<file path="src/rtl/regfile_read_sequencer.sv">
// regfile_read_sequencer
//   The register file has one asynchronous read port. This block shares it
//   between the two source operands of one instruction. It reads rs1 and then
//   rs2 on successive cycles and returns both operands together.
//   Captured operands see a write at the capture edge, which bypasses the
//   register file. Operands waiting to be returned are kept coherent with later
//   writes by snooping the write port.
//
// Ports
//   clk, reset               clock; synchronous active-high reset
//   req_valid/req_ready      operand request handshake (decode side)
//   req_rs1, req_rs2         source register addresses
//   rsp_valid/rsp_ready      operand response handshake (execute side)
//   rsp_rs1_data/_rs2_data   registered operand values
//   rf_location_read         register file read address
//   rf_out                   register file asynchronous read data
//   wr_en/wr_addr/wr_data    snooped register file write port
module regfile_read_sequencer #(
  parameter int WIDTH    = 32,
  parameter bit ZERO_REG = 1'b1
) (
  input  logic             clk,
  input  logic             reset,
  input  logic             req_valid,
  output logic             req_ready,
  input  logic [4:0]       req_rs1,
  input  logic [4:0]       req_rs2,
  output logic             rsp_valid,
  input  logic             rsp_ready,
  output logic [WIDTH-1:0] rsp_rs1_data,
  output logic [WIDTH-1:0] rsp_rs2_data,
  output logic [4:0]       rf_location_read,
  input  logic [WIDTH-1:0] rf_out,
  input  logic             wr_en,
  input  logic [4:0]       wr_addr,
  input  logic [WIDTH-1:0] wr_data
);

  typedef enum logic [1:0] {
    IDLE  = 2'd0,
    READ1 = 2'd1,
    READ2 = 2'd2,
    DONE  = 2'd3
  } state_t;

  state_t           state_q, state_d;
  logic [4:0]       rs1_q, rs1_d;
  logic [4:0]       rs2_q, rs2_d;
  logic [WIDTH-1:0] d1_q, d1_d;
  logic [WIDTH-1:0] d2_q, d2_d;
  logic             rsp_valid_q;

  // Address 0 reads as zero when ZERO_REG is set.
  function automatic logic is_zero_reg(input logic [4:0] addr);
    return (ZERO_REG != 1'b0) && (addr == 5'd0);
  endfunction

  // Resolves the value captured for addr.
  // Priority: hardwired zero, then a write at this edge, then register file data.
  function automatic logic [WIDTH-1:0] resolve_operand(
    input logic [4:0]       addr,
    input logic [WIDTH-1:0] rd_data,
    input logic             we,
    input logic [4:0]       waddr,
    input logic [WIDTH-1:0] wdata
  );
    if (is_zero_reg(addr)) begin
      return '0;
    end else if (we && (waddr == addr)) begin
      return wdata;
    end else begin
      return rd_data;
    end
  endfunction

  // A write updates a held operand when it targets the same register.
  // A write to the hardwired zero register never updates a held operand.
  function automatic logic snoop_hit(
    input logic [4:0] addr,
    input logic       we,
    input logic [4:0] waddr
  );
    return we && (waddr == addr) && !is_zero_reg(addr);
  endfunction

  // Next-state logic, operand capture and coherence snooping.
  always_comb begin
    state_d = state_q;
    rs1_d   = rs1_q;
    rs2_d   = rs2_q;
    d1_d    = d1_q;
    d2_d    = d2_q;
    case (state_q)
      IDLE: begin
        if (req_valid) begin
          rs1_d   = req_rs1;
          rs2_d   = req_rs2;
          state_d = READ1;
        end else begin
          state_d = IDLE;
        end
      end
      READ1: begin
        d1_d = resolve_operand(rs1_q, rf_out, wr_en, wr_addr, wr_data);
        // When both addresses match, one read serves both operands.
        if (rs1_q == rs2_q) begin
          d2_d    = resolve_operand(rs1_q, rf_out, wr_en, wr_addr, wr_data);
          state_d = DONE;
        end else begin
          state_d = READ2;
        end
      end
      READ2: begin
        d2_d = resolve_operand(rs2_q, rf_out, wr_en, wr_addr, wr_data);
        if (snoop_hit(rs1_q, wr_en, wr_addr)) begin
          d1_d = wr_data;
        end else begin
          d1_d = d1_q;
        end
        state_d = DONE;
      end
      DONE: begin
        if (snoop_hit(rs1_q, wr_en, wr_addr)) begin
          d1_d = wr_data;
        end else begin
          d1_d = d1_q;
        end
        if (snoop_hit(rs2_q, wr_en, wr_addr)) begin
          d2_d = wr_data;
        end else begin
          d2_d = d2_q;
        end
        if (rsp_ready) begin
          state_d = IDLE;
        end else begin
          state_d = DONE;
        end
      end
      default: begin
        state_d = IDLE;
      end
    endcase
  end

  // State, latched addresses, operand registers and the response valid flag.
  always_ff @(posedge clk) begin
    if (reset) begin
      state_q     <= IDLE;
      rs1_q       <= 5'd0;
      rs2_q       <= 5'd0;
      d1_q        <= '0;
      d2_q        <= '0;
      rsp_valid_q <= 1'b0;
    end else begin
      state_q     <= state_d;
      rs1_q       <= rs1_d;
      rs2_q       <= rs2_d;
      d1_q        <= d1_d;
      d2_q        <= d2_d;
      rsp_valid_q <= (state_d == DONE);
    end
  end

  // The read address must be valid in the same cycle because the port reads
  // asynchronously. The address is parked at 0 when no read is in progress.
  always_comb begin
    case (state_q)
      READ1:   rf_location_read = rs1_q;
      READ2:   rf_location_read = rs2_q;
      default: rf_location_read = 5'd0;
    endcase
  end

  assign req_ready    = (state_q == IDLE) && !reset;
  assign rsp_valid    = rsp_valid_q;
  assign rsp_rs1_data = d1_q;
  assign rsp_rs2_data = d2_q;

endmodule

</file>
<file path="config.mk">
export PLATFORM = sky130hd
export DESIGN_NAME = regfile_read_sequencer
export DESIGN_NICKNAME = d
export VERILOG_FILES = /design/src/rtl/regfile_read_sequencer.sv
export SDC_FILE = /design/constraint.sdc
export NUM_CORES = 1
export LEC_CHECK = 0
export BUFFER_PORTS_ARGS = -buffer_cell sky130_fd_sc_hd__buf_4
export CAP_MARGIN = 30
export CORE_UTILIZATION = 30
export CTS_CLUSTER_SIZE = 40
export DETAILED_ROUTE_END_ITERATION = 10
export MAX_ROUTING_LAYER = met4
export PLACE_DENSITY = 0.59
export RECOVER_POWER = 25
export SETUP_SLACK_MARGIN = 0.5
export SYNTH_ARGS = -nofsm -noshare
export SYNTH_HDL_FRONTEND = slang
export SYNTH_SLANG_ARGS = --single-unit
</file>
<file path="constraint.sdc">
create_clock -name clk -period 2 [get_ports clk]
set_input_delay 0.1 -clock clk [delete_from_list [all_inputs] [get_ports clk]]
set_output_delay 0.1 -clock clk [all_outputs]
set_load 0.03 [all_outputs]
</file>
# Yosys cells after proc, flatten, opt, wreduce, memory -nomap -nowiden
# Index checks and enable logic that the tools add are counted.
dict set report op_classes {
  eq_ne 10
  reduce_logical 17
  mux 14
}
# op count
set op_table {}
lappend op_table {{two-way mux 32 bit} 7}
lappend op_table {{case mux 32 bit (3 select lines)} 1}
lappend op_table {{case mux 32 bit (2 select lines)} 1}
lappend op_table {{equality test 5 bit} 3}
lappend op_table {{zero test 5 bit} 2}
lappend op_table {{case mux 5 bit (2 select lines)} 1}
lappend op_table {{case mux 2 bit (4 select lines)} 1}
lappend op_table {{equality test 2 bit, second input constant} 3}
lappend op_table {{logical AND 1 bit} 5}
lappend op_table {{inequality test 2 bit, second input constant} 2}
lappend op_table {{AND reduction 2 bit} 2}
lappend op_table {{zero test 1 bit} 3}
lappend op_table {{AND reduction 3 bit} 1}
lappend op_table {{nonzero test 3 bit} 1}
lappend op_table {{equality test 2 x 1 -> 1 bit, second input constant} 1}
lappend op_table {{zero test 2 bit} 1}
lappend op_table {{two-way mux 1 bit} 2}
lappend op_table {{two-way mux 2 bit} 1}
lappend op_table {{inequality test 2 x 1 -> 1 bit, second input constant} 1}
lappend op_table {{nonzero test 2 bit} 1}
lappend op_table {{OR reduction 2 bit} 1}
dict set report totals {
  input_bits 84
  output_inout_bits 71
  ff_bits 77
  elab_cells 47
}

# Depth between registers and ports, before layout
dict set report logic_depth {
  ltp_word 6
  depth_mapped 9
  mapped_depth_nobuf 7
}

# Worst setup path after synthesis
# Ideal clock, no wire load.
dict set report synth_timing {
  path_kind {reg-to-reg}
  startpoint {reg state_q[1]}
  endpoint {reg d2_q[6], in the netlist rsp_rs2_data[6]}
  n_path_buf 2
  path_slack_ns -0.133
  stages_incl_launch_ff 9
  arrival_ns 2.045
  synth_period_minus_slack_ns 2.133
  required_ns 1.912
  cell_sequence {dfxtp_1 -> inv_1 -> ha_1 -> clkbuf_1 -> a21boi_0 -> a211oi_1 -> clkbuf_1 -> a21oi_1 -> a311oi_2}
}
dict set report synth_between {
  elab_chain_cells 3
  elab_cells_between_ends 8
}
# element line
set synth_lines {}
lappend synth_lines {{start: declaration} 46} ;# state_t state_q, state_d;
lappend synth_lines {{start signal: assignment} 155} ;# state_q <= state_d;
lappend synth_lines {{equality test 2 bit or equality test 2 x 1 -> 1 bit (tied branches)} 93} ;# case (state_q)
lappend synth_lines {{inequality test 2 bit (no source line) or nonzero test 3 bit (tied branches)} --}
lappend synth_lines {{AND reduction 3 bit (no source line)} --}
lappend synth_lines {{end signal: assignment} 152} ;# d2_q <= '0;
lappend synth_lines {{end signal: assignment} 159} ;# d2_q <= d2_d;
lappend synth_lines {{end: declaration} 50} ;# logic [WIDTH-1:0] d2_q, d2_d;
# Several ways; a longest one is shown, not always the timed one.
# A chain may end at the register's enable or synchronous reset.

# Worst setup path after layout
dict set report layout_timing {
  startpoint {reg rs1_q[4]}
  endpoint {reg d1_q[18], in the netlist rsp_rs1_data[18]}
}
dict set report layout_between {
  elab_chain_cells 5
  elab_cells_between_ends 10
}
# element line
set layout_lines {}
lappend layout_lines {{start: declaration} 47} ;# logic [4:0] rs1_q, rs1_d;
lappend layout_lines {{start signal: assignment} 156} ;# rs1_q <= rs1_d;
lappend layout_lines {{equality test 5 bit or zero test 5 bit (tied branches)} {69, 83, 55}}
lappend layout_lines {{logical AND 1 bit or zero test 1 bit (tied branches)} {69, 83}}
lappend layout_lines {{two-way mux 32 bit or logical AND 1 bit (tied branches)} {69, 83}}
lappend layout_lines {{two-way mux 32 bit or inequality test 2 x 1 -> 1 bit (tied branches)} --}
lappend layout_lines {{case mux 32 bit (2 select lines) or AND reduction 2 bit (tied branches)} --}
lappend layout_lines {{end signal: assignment} 151} ;# d1_q <= '0;
lappend layout_lines {{end signal: assignment} 158} ;# d1_q <= d1_d;
lappend layout_lines {{end: declaration} 49} ;# logic [WIDTH-1:0] d1_q, d1_d;
# Several ways; a longest one is shown, not always the timed one.

==> results_dict.tcl <==
set metrics [dict create \
    status "finished, violations left" \
    violations "negative setup slack" \
    start_kind "flop" \
    setup.worst_path.start "rs1_q[4]" \
    synth.area.top_cells "dfxtp_1, a311oi_1, a221oi_1" \
    grt_start_max_net_pins 70 \
    drt_iter0_drc 339 \
    synth_cell_types 38 \
    setup_viol 54 \
    numPortBuffers 154 \
    ios 155 \
    r2r_end "rsp_rs1_data[18]" \
    fin_ws_ps -233.7 \
    min_to "rs2_q[0]" \
    max_stage_delay_ps 530 \
    avgViaCountPerCell 5.481 \
    final_nets 705 \
    ys_seq_area_share_pct 40.57 \
    core_um2 12160 \
    hp-start "req_rs2[0]" \
    end_kind "flop" \
    min_period_ps 2234 \
    layout-drive-gt1-share_pct 42.10 \
    rsz0062_at_grt "yes" \
    antenna_found_initial 0 \
    synthFlopType "dfxtp_1" \
    tightest_slew_ps 795.4 \
    tritoncts "done" \
    die-area_um2 13120 \
    final_cell_area_um2 6083 \
    drt_pass1_iterations 5 \
    initial_core_util_pct 31.24 \
    synth_area_per_cell_um2 8.425 \
    dieWidth_um 114.5 \
    placed_cell_area_um2 5451 \
    clock_latency_ps 330 \
    synth_edf_count 0 \
    via_count 4319 \
    dp_cells 767 \
    fillerInstances 1178 \
    dpl.hpwl_um 9555 \
    clk_pin_slew_ps 60 \
    synthArstFlopShare_pct 0 \
    synth_cells 451 \
    worst_clock_skew_ps 6.245 \
    leakagePower_nw 2.389 \
    ant_nets 0 \
    first_global_vias 4251 \
    root_buffer "clkbuf_16" \
    holdWs_ps 14.87 \
    cpMaxStageDelayCell "or4_4" \
    grtUsageTotal_pct 21.54 \
    numCtsBuffers 9 \
    num_rows 40 \
    max_freq_mhz 447.7 \
    ctsHtreeMaxLevel 3 \
    syn-cell-area_um2 3800 \
    routed_wl_um 14120 \
    diodes 0 \
    hold_depth 3 \
    slew_headroom_pct 46.97 \
    hold_buffers 0 \
    gp_congestion 0.8742 \
    critical_path_peak_fanout 35 \
    wl_per_cell_um 17.92 \
    ys_top_cells_by_count "dfxtp_1, a21oi_1, nor2_1, o21ai_0, nand3_1" \
    critical_path_class "reg -> reg" \
    die_y_um 114.5 \
    cap_violations 0 \
    worstRegToRegCells 6 \
    min_path_type "in -> reg" \
    syn_to_final_growth_pct 60.09 \
    synth_fp_nets 540 \
    grt_overflow 0 \
    peakVddDrop_mv 0.5642 \
    grt_pass1_wl_um 21590 \
    drc 0 \
    clk_path_buf_depth 2 \
    ys_ff_latch 77 \
    hold_viol 0 \
    worstPathArrival_ps 2410 \
    crit_chain "or4_4, or2_1, a311o_2, buf_12, a221oi_1, nor3_1" \
    crit_required_ps 2180 \
    instances_no_fill 788 \
    clock_sinks 77 \
    r2r-start "rs1_q[4]" \
    slew_viol_final 0 \
    synth_top_cell_by_area "dfxtp_1" \
    power-per-cell-area_nw_per_um2 1394 \
    ys_warn_count 0 \
    fin_crit_sh_pct 111.7 \
    reg2reg_slack_ps -230 \
    pre_cts_slack_ps -248.7 \
    yosysMostFrequentCell "dfxtp_1" \
    yosysTopAreaCellShare_pct 40.57 \
]
[cells in the final DEF, fill, tap and decap left out, drive strengths merged, types with 5 or more instances in the layout]
| cell type | count |
|---|---|
| xnor2 | 9 |
| nand2 | 22 |
| nor3 | 32 |
| xor2 | 6 |
| dfxtp | 77 |
| clkbuf | 32 |
| a21oi | 43 |
| ha | 5 |
| nor2b | 7 |
| nand3 | 34 |
| buf | 180 |
| a22oi | 5 |
| a311oi | 33 |
| o21ai | 35 |
| nor2 | 37 |
| a221oi | 31 |
[critical path: cells and delay by family (launching register included)]
kind,cells,cell delay (ps)
buffers and inverters,1,200
AND/OR/NAND/NOR,3,860
flip-flops,1,320
AO/OA/AOI/OAI,2,690
[registers in the layout (all words and copies together), names as in the netlist]
register,cells
rsp_rs2_data,32
state_q,2
rs2_q,5
rsp_valid,1
rs1_q,5
rsp_rs1_data,32
[how the worst max path moves through the flow]
stage                             to  slack, ps
global route        rsp_rs1_data[18]       -280
global placement    rsp_rs1_data[16]       -170
floorplan           rsp_rs1_data[26]       -100
CTS                 rsp_rs1_data[18]       -210
finish              rsp_rs1_data[18]       -230
detailed placement  rsp_rs1_data[22]       -250
[what timing repair did]
item                       CTS  global route
resized for setup           57            22
cloned                       2             1
setup endpoints to repair   71            71
setup buffers                3             0
pin swaps                    9             5
[stage by stage]
step | power (W) | setup TNS, ps | utilization [%]
floorplan | 0.004763 | -2163 | -
global placement | 0.006315 | -4939 | 44.83
detailed placement | 0.006377 | -6559 | 44.83
CTS | 0.008443 | -5775 | 49.80
global route | 0.008906 | -10700 | 50.02
finish | 0.008479 | -6403 | 50.02
[report_power, final]
| group | internal [W] | switching (W) |
|---|---|---|
| clock network | 0.00113 | 0.000659 |
| logic | 0.00180 | 0.00265 |
| registers | 0.00197 | 0.000269 |
| total | 0.00490 | 0.00358 |
[cell families (layout without fill, tap and decap cells)]
| family | count (synthesis) | count (layout) | share of synthesized area (%) |
|---|---|---|---|
| AOI/OAI and AO/OA | 159 | 159 | 29.80 |
| and+or+nand+nor | 143 | 143 | 17.78 |
| DFF | 77 | 77 | 40.57 |
| buffers and inverters | 52 | 221 | 6.750 |
| xor gates and xnor gates | 15 | 15 | 3.457 |
| adders and majority gates | 5 | 5 | 1.646 |
[final cells by class]
| class | instances | area, um2 | share of cell area [%] |
|---|---|---|---|
| tap | 168 | 210.2 | 3.455 |
| inverter | 4 | 20.02 | 0.3291 |
| timing repair buffer | 202 | 1623 | 26.68 |
| sequential | 77 | 1553 | 25.52 |
| clock buffer | 10 | 239.0 | 3.928 |
| clock inverter | 5 | 85.08 | 1.399 |
| multi-input combinational | 322 | 2354 | 38.69 |
[routing by layer]
metal / up-vias / wire length [um] / track usage, %
li1: 2033 / - / -
met1: 2104 / 6364 / 26.52
met2: 174 / 6826 / 36.20
met3: 8 / 817 / 4.606
met4: 0 / 114 / 4.589
met5: - / 0 / -
Power figures use the tool's default switching activity.
